==> config.mk <==
export PLATFORM = sky130hd
export DESIGN_NAME = vga_dot_overlay
export DESIGN_NICKNAME = d
export VERILOG_FILES = /design/src/rtl/vga_pkg.sv /design/src/rtl/vga_box_hit.sv /design/src/rtl/vga_dot_overlay.sv
export SDC_FILE = /design/constraint.sdc
export NUM_CORES = 2
export LEC_CHECK = 0
export BUFFER_PORTS_ARGS = -buffer_cell sky130_fd_sc_hd__clkbuf_2
export CORE_MARGIN = 10
export CORE_UTILIZATION = 30
export DETAILED_ROUTE_END_ITERATION = 8
export MAX_ROUTING_LAYER = met4
export PLACE_DENSITY = 0.52
export SLEW_MARGIN = 25
export SYNTH_ARGS = -nofsm -noshare
export SYNTH_HDL_FRONTEND = slang
export SYNTH_HIERARCHICAL = 1
export SYNTH_SLANG_ARGS = --single-unit
==> constraint.sdc <==
create_clock -name clk -period 4.9 [get_ports clk]
set_input_delay 0.245 -clock clk [delete_from_list [all_inputs] [get_ports clk]]
set_output_delay 0.245 -clock clk [all_outputs]
set_load 0.02 [all_outputs]
==> src/rtl/vga_pkg.sv <==
// Shared types and constants for the VGA dot overlay path.
package vga_pkg;

  localparam int unsigned VIDEO_WIDTH  = 640;
  localparam int unsigned VIDEO_HEIGHT = 480;
  localparam int unsigned COLOR_W      = 12;
  localparam int unsigned X_W          = 10;
  localparam int unsigned Y_W          = 9;

  typedef struct packed {
    logic           vld;
    logic [X_W-1:0] x;
    logic [Y_W-1:0] y;
  } dot_entry_t;

  typedef enum logic [1:0] {
    IDLE    = 2'd0,
    PENDING = 2'd1,
    COPY    = 2'd2
  } fsm_state_t;

endpackage

==> src/rtl/vga_box_hit.sv <==
// Square box hit test; edge sums are one bit wider so boxes near the screen edge clip instead of wrapping.
module vga_box_hit #(
  parameter int unsigned SIZE = 2,
  parameter int unsigned X_W  = 10,
  parameter int unsigned Y_W  = 9
) (
  input  logic           en,
  input  logic [X_W-1:0] px,
  input  logic [Y_W-1:0] py,
  input  logic [X_W-1:0] bx,
  input  logic [Y_W-1:0] by,
  output logic           hit_c
);

  logic [X_W:0] x_end;
  logic [Y_W:0] y_end;

  assign x_end = {1'b0, bx} + (X_W+1)'(SIZE);
  assign y_end = {1'b0, by} + (Y_W+1)'(SIZE);

  assign hit_c = en
              && (px >= bx) && ({1'b0, px} < x_end)
              && (py >= by) && ({1'b0, py} < y_end);

endmodule

==> src/rtl/vga_dot_overlay.sv <==
// Draws NUM_DOTS dots and a goal box over the background; the shadow table is copied to the
// active table in vertical blank. Optional VGA_DOT_COLLISION_EN adds collision_count/goal_reached.
module vga_dot_overlay #(
  parameter int unsigned NUM_DOTS  = 16,
  parameter int unsigned DOT_SIZE  = 2,
  parameter int unsigned GOAL_SIZE = 20,
  parameter int unsigned X_W       = 10,
  parameter int unsigned Y_W       = 9,
  parameter int unsigned COLOR_W   = 12
) (
  input  logic                        clk,
  input  logic                        reset,
  input  logic                        pix_en,
  input  logic                        active_in,
  input  logic                        screen_end,
  input  logic [X_W-1:0]              x,
  input  logic [Y_W-1:0]              y,
  input  logic [COLOR_W-1:0]          bg_color,
  input  logic [X_W-1:0]              goal_x,
  input  logic [Y_W-1:0]              goal_y,
  input  logic [COLOR_W-1:0]          dot_color,
  input  logic [COLOR_W-1:0]          goal_color,
  input  logic                        wr_en,
  output logic                        wr_ready,
  input  logic [$clog2(NUM_DOTS)-1:0] wr_idx,
  input  logic [X_W-1:0]              wr_x,
  input  logic [Y_W-1:0]              wr_y,
  input  logic                        wr_vld,
  input  logic                        commit,
  output logic                        commit_pending,
  output logic                        frame_done,
  output logic [COLOR_W-1:0]          rgb_out,
`ifdef VGA_DOT_COLLISION_EN
  output logic                        dot_hit,
  output logic [$clog2(NUM_DOTS):0]   collision_count,
  output logic                        goal_reached
`else
  output logic                        dot_hit
`endif
);

  import vga_pkg::*;

  localparam int unsigned IDX_W = $clog2(NUM_DOTS);

  dot_entry_t          shadow [NUM_DOTS];
  dot_entry_t          active [NUM_DOTS];
  logic [NUM_DOTS-1:0] dot_hits_c;
  logic                goal_hit_c;
  logic                any_hit_c;

  fsm_state_t          state_q, state_d;
  logic [IDX_W-1:0]    copy_idx_q;
  logic                recommit_q, recommit_d;
  logic                frame_done_d;

  // Per-slot and goal hit comparators against the current pixel
  for (genvar g = 0; g < int'(NUM_DOTS); g++) begin : g_dot
    vga_box_hit #(.SIZE(DOT_SIZE), .X_W(X_W), .Y_W(Y_W)) u_hit (
      .en   (active[g].vld),
      .px   (x),
      .py   (y),
      .bx   (active[g].x),
      .by   (active[g].y),
      .hit_c(dot_hits_c[g])
    );
  end

  vga_box_hit #(.SIZE(GOAL_SIZE), .X_W(X_W), .Y_W(Y_W)) u_goal (
    .en   (1'b1),
    .px   (x),
    .py   (y),
    .bx   (goal_x),
    .by   (goal_y),
    .hit_c(goal_hit_c)
  );

  assign any_hit_c = |dot_hits_c;

  // Pixel path: one registered stage that advances on pix_en only
  always_ff @(posedge clk) begin
    if (reset) begin
      rgb_out <= '0;
      dot_hit <= 1'b0;
    end else if (pix_en) begin
      if (!active_in) begin
        rgb_out <= '0;
        dot_hit <= 1'b0;
      end else if (any_hit_c) begin
        rgb_out <= dot_color;
        dot_hit <= 1'b1;
      end else if (goal_hit_c) begin
        rgb_out <= goal_color;
        dot_hit <= 1'b0;
      end else begin
        rgb_out <= bg_color;
        dot_hit <= 1'b0;
      end
    end
  end

  // Update handshake: commit arms, screen_end starts the copy, copy runs one slot per clk
  always_comb begin
    state_d      = state_q;
    recommit_d   = recommit_q;
    frame_done_d = 1'b0;
    case (state_q)
      IDLE: begin
        if (commit)     state_d = PENDING;
        if (screen_end) frame_done_d = 1'b1;
      end
      PENDING: begin
        if (screen_end) state_d = COPY;
      end
      COPY: begin
        if (commit) recommit_d = 1'b1;
        if (copy_idx_q == IDX_W'(NUM_DOTS - 1)) begin
          frame_done_d = 1'b1;
          recommit_d   = 1'b0;
          state_d      = (recommit_q || commit) ? PENDING : IDLE;
        end
      end
      default: state_d = IDLE;
    endcase
  end

  always_ff @(posedge clk) begin
    if (reset) begin
      state_q        <= IDLE;
      recommit_q     <= 1'b0;
      copy_idx_q     <= '0;
      frame_done     <= 1'b0;
      wr_ready       <= 1'b1;
      commit_pending <= 1'b0;
    end else begin
      state_q        <= state_d;
      recommit_q     <= recommit_d;
      copy_idx_q     <= (state_q == COPY) ? copy_idx_q + IDX_W'(1) : '0;
      frame_done     <= frame_done_d;
      wr_ready       <= (state_d != COPY);
      commit_pending <= (state_d != IDLE);
    end
  end

  // Shadow writes are gated by wr_ready so the table cannot change under the copy
  always_ff @(posedge clk) begin
    if (reset) begin
      for (int i = 0; i < int'(NUM_DOTS); i++) begin
        shadow[i] <= '0;
        active[i] <= '0;
      end
    end else begin
      if (wr_en && wr_ready) begin
        shadow[wr_idx] <= '{vld: wr_vld, x: wr_x, y: wr_y};
      end
      if (state_q == COPY) begin
        active[copy_idx_q] <= shadow[copy_idx_q];
      end
    end
  end

`ifdef VGA_DOT_COLLISION_EN
  logic [NUM_DOTS-1:0] coll_hits_c;
  logic [IDX_W:0]      coll_sum_c;

  // Top-left corner of each valid active dot tested against the goal box
  for (genvar g = 0; g < int'(NUM_DOTS); g++) begin : g_coll
    vga_box_hit #(.SIZE(GOAL_SIZE), .X_W(X_W), .Y_W(Y_W)) u_coll (
      .en   (active[g].vld),
      .px   (active[g].x),
      .py   (active[g].y),
      .bx   (goal_x),
      .by   (goal_y),
      .hit_c(coll_hits_c[g])
    );
  end

  always_comb begin
    coll_sum_c = '0;
    for (int i = 0; i < int'(NUM_DOTS); i++) begin
      coll_sum_c = coll_sum_c + (IDX_W+1)'(coll_hits_c[i]);
    end
  end

  always_ff @(posedge clk) begin
    if (reset) begin
      collision_count <= '0;
      goal_reached    <= 1'b0;
    end else if (frame_done) begin
      collision_count <= (coll_sum_c > (IDX_W+1)'(NUM_DOTS)) ? (IDX_W+1)'(NUM_DOTS) : coll_sum_c;
      goal_reached    <= (coll_sum_c != '0);
    end
  end
`endif

endmodule
==> metrics.md <==
| Metric | Value |
|---|---|
| Dpl cells | between 6,000 and 7,000 |
| CTS Buf Count | 76 |
| Slew of the pin with the lowest slew margin | 1.04 ns |
| Synth warn | 6 |
| Via-to-Cell Ratio | 4.96 |
| # DRC | 0 |
| Full die area | 167,000 µm² |
| WP buf/inv | 3 |
| Worst Hold Class | input port to register |
| Vias in the first global route | 31,800 |
| Initial antenna violation count | 12 |
| Detailed-route via count | 30,900 |
| Adder-Cell Fraction of Synth Area | 17.9% |
| Simple-gate share of the synthesized area | ~17% |
| Setup crit start kind | register |
| Average cell area after synthesis | between 10 and 15 µm² |
| Non-Filler Instances | 6,232 |
| Post-layout net count | 4,901 |
| CTS Sinks | 663 |
| Grt ovf | 0 |
| Worst skew pair latency | 0.68 ns |
| Worst EP required | about 5.4 ns |
| Yosys top cell by area | edfxtp_1 |
| CTS resizes | 0 |
| Final instance area | 51,500 µm² |
| Seq/Total Area, Yosys | 43.3% |
| Cells after synthesis | 3,986 |
| Worst Path Max Fanout | 13 |
| Share of cells above drive strength 1 | 12.4% |
| Synth top area share | 42.3% |
| Largest net degree at the start of global routing | 65 |
| Synth top area cells | edfxtp_1 42%, ha_1 18%, and2_1 4.7% |
| Global routing met3 resource utilization | under 10% |
| LEAKAGE | 21.2 nW |
| Most used flip-flop cell after synthesis | edfxtp_1 |
| Root Driver | clkbuf_16 |
| Outcome | complete, no violations |
| Final Skew | approximately 0.038 ns |
| DIE WIDTH | just over 400 µm |
| CP Data Arrival Time | between 5 and 6 ns |
| Critical path's slowest cell | nor4_1 |
| Final Max Slew Viols | 0 |
| Compound-Gate Fraction of Synth Area | 8.94% |
| Largest delay share family, worst path | simple AND/OR/NAND/NOR gates |
| Maximum vdd ir drop | 0.268 mV |
| Max-Slew Margin vs Limit | 30.5% |
| Largest family of logic cells by synthesized area | adder cells |
| Total GRT Usage | 15.4% |
| I/O pins | approximately 120 |
| Routed wire length per instance | 20.6 µm |
| TritonCTS clock tree | yes |
| First-pass GRT wire length | 195,000 µm |
| Post-synth EDFFs | 640 |
| Row cnt | 142 |
| Area post-placement | approximately 49,000 µm² |
| Critical Path Max Stage Delay | 0.67 ns |
| DP HPWL | around 93,000 µm |
| Final TNS setup | 0 ns |
| CP Cell Sequence | inv_1, nor3_1, nand3_1, xnor2_1, ha_1, nand4_1, or3_1, a31oi_1, nor4_2, nor4_1, and4_1, buf_4, mux2i_1, dlygate4sd3_1, o21ai_0 |
| Seq cells post-synth | 663 |
| Routability cong. | 0.862 |
| Kind of critical path | register to register |
| Fin crit share | 92.9% |
| Commonest non-fill, non-tap cell in the layout | ha_1 |
| FILL cells | 14,800 |
| Core box area | 150,000 µm² |
| GR Util met2 | 25.5% |
| Multiplexer area fraction after synthesis | ~4.6% |
| Synth Area in XOR/XNOR | 4.26% |
| DRT iter0 DRCs | 1,968 |
| PnR Total Power | approximately 14 mW |
| Synthesized area | around 45,000 µm² |
| Reg clk slew, reported paths | 0.06 ns |
| Final min period | 4.55 ns |
| Fmax | between 200 and 250 MHz |
| CP endpoint kind | register |
| Port bufs | between 100 and 150 |
| H-tree depth | 3 |
| GR peak layer | met2 |
| Async set-or-reset flop fraction in the synthesized netlist | 0% |
| RSZ-0062 raised after global routing | no |
| Drt first pass iters | 5 |
| Number of distinct library cells after synthesis | 79 |
| Max Cap Viol | 0 |
| Power per cell area | 278 nW/µm² |
| Fin. Hold Viols | 0 |
| Syn nets | 4,739 |
| Most frequent cells in the layout | 644 x ha_1, 640 x edfxtp_1, 370 x inv_1, 341 x and2_1, 253 x and3_1 |
| Initial Util | 30.3% |
| Syn-to-layout area delta | 13.4% |
| Antenna Nets Post-Route | 0 |
| Final setup viols | 0 |
| Die Y | ~400 µm |
| GR met1 Demand/Resource | 19.8% |
| Clock buffer depth | 3 |
| Drt total wl | about 130,000 µm |
cell type report:
type | instances | area [µm²] | area share (%)
Clock buffer | 95 | 2040 | 3.96
Timing Repair Buffer | 229 | 1590 | 3.09
Tap cell | 2016 | 2520 | 4.90
Clock inverter | 44 | 447 | 0.868
Inverter | 371 | 1390 | 2.70
Sequential cell | 663 | 19700 | 38.2
Multi-Input combinational cell | 2807 | 23800 | 46.2
Antenna cell | 7 | 17.5 | 0.0340
cells in the mapped netlist, types with 27 or more instances:
cell type  count
xnor2_1      218
nand3_1      121
nor3_1        48
nand2_1      102
nor2_1        87
buf_2         33
a211oi_1      46
nor2b_1       69
edfxtp_1     640
ha_1         648
nand4_1       92
clkbuf_1      87
a31oi_1       27
o21a_1        27
a21oi_1      120
and2_1       341
and3_1       253
o21ai_0       91
nand2b_1      33
mux4_2        80
o211ai_1      64
inv_1        370
metrics by stage:
step	hold WS (ns)	utilization (%)	setup slack (ns)
floorplan	0.383	-	1.66
global placement	0.447	32.4	0.630
detailed placement	0.446	32.4	0.639
CTS	0.00979	34.3	0.426
global route	0.0658	34.3	0.0718
finish	0.0371	34.3	0.348
layer usage:
layer,share of wire [%],vias up
met5,0,-
met4,2.5,0
met3,3.9,164
met2,48,549
met1,46,15000
li1,-,15100
registers in the layout (all words and copies together) (netlist names):
name / cells
active: 320
commit_pending: 1
copy_idx_q: 4
dot_hit: 1
frame_done: 1
recommit_q: 1
rgb_out: 12
shadow: 320
state_q: 2
wr_ready: 1
worst reg2reg max path, cell delays in order, from the launching register on:
cell and delay, ns:
edfxtp_1 0.41, inv_1 0.08, nor3_1 0.35, nand3_1 0.15, xnor2_1 0.15, ha_1 0.29
nand4_1 0.09, or3_1 0.37, a31oi_1 0.22, nor4_2 0.10, nor4_1 0.68, and4_1 0.36
buf_4 0.28, mux2i_1 0.24, dlygate4sd3_1 0.57, o21ai_0 0.07
kinds of logic after synthesis:
family / count (synthesis)
mux: 105
buf+inv: 516
fa+ha+maj: 648
compound gates: 572
flops: 663
simple gates: 1260
other cells: 1
xor+xnor: 221
report_power, final:
part           internal [mW]  switching, mW  total (mW)
clock                   3.30           2.46        5.75
sequential              6.42          0.132        6.55
combinational          0.804           1.20        2.00
what timing repair did:
action | 4_1_cts | 5_1_grt
buffers inserted | 0 | 0
hold buffers | 26 | 0
hold endpoints to repair | 14 | 0
worst paths after layout:
check,from,end,slack (ns),depth (start not counted)
max,active[14][10]$_SDFFCE_PN0P_,rgb_out[9]$_SDFFE_PP0P_,0.35,15
min,bg_color[2],rgb_out[2]$_SDFFE_PP0P_,0.04,4
max reg2reg,active[14][10]$_SDFFCE_PN0P_,rgb_out[9]$_SDFFE_PP0P_,0.35,15
min reg2reg,rgb_out[6]$_SDFFE_PP0P_,rgb_out[6]$_SDFFE_PP0P_,0.46,2
No activity file was read; power rests on OpenSTA's default activity.
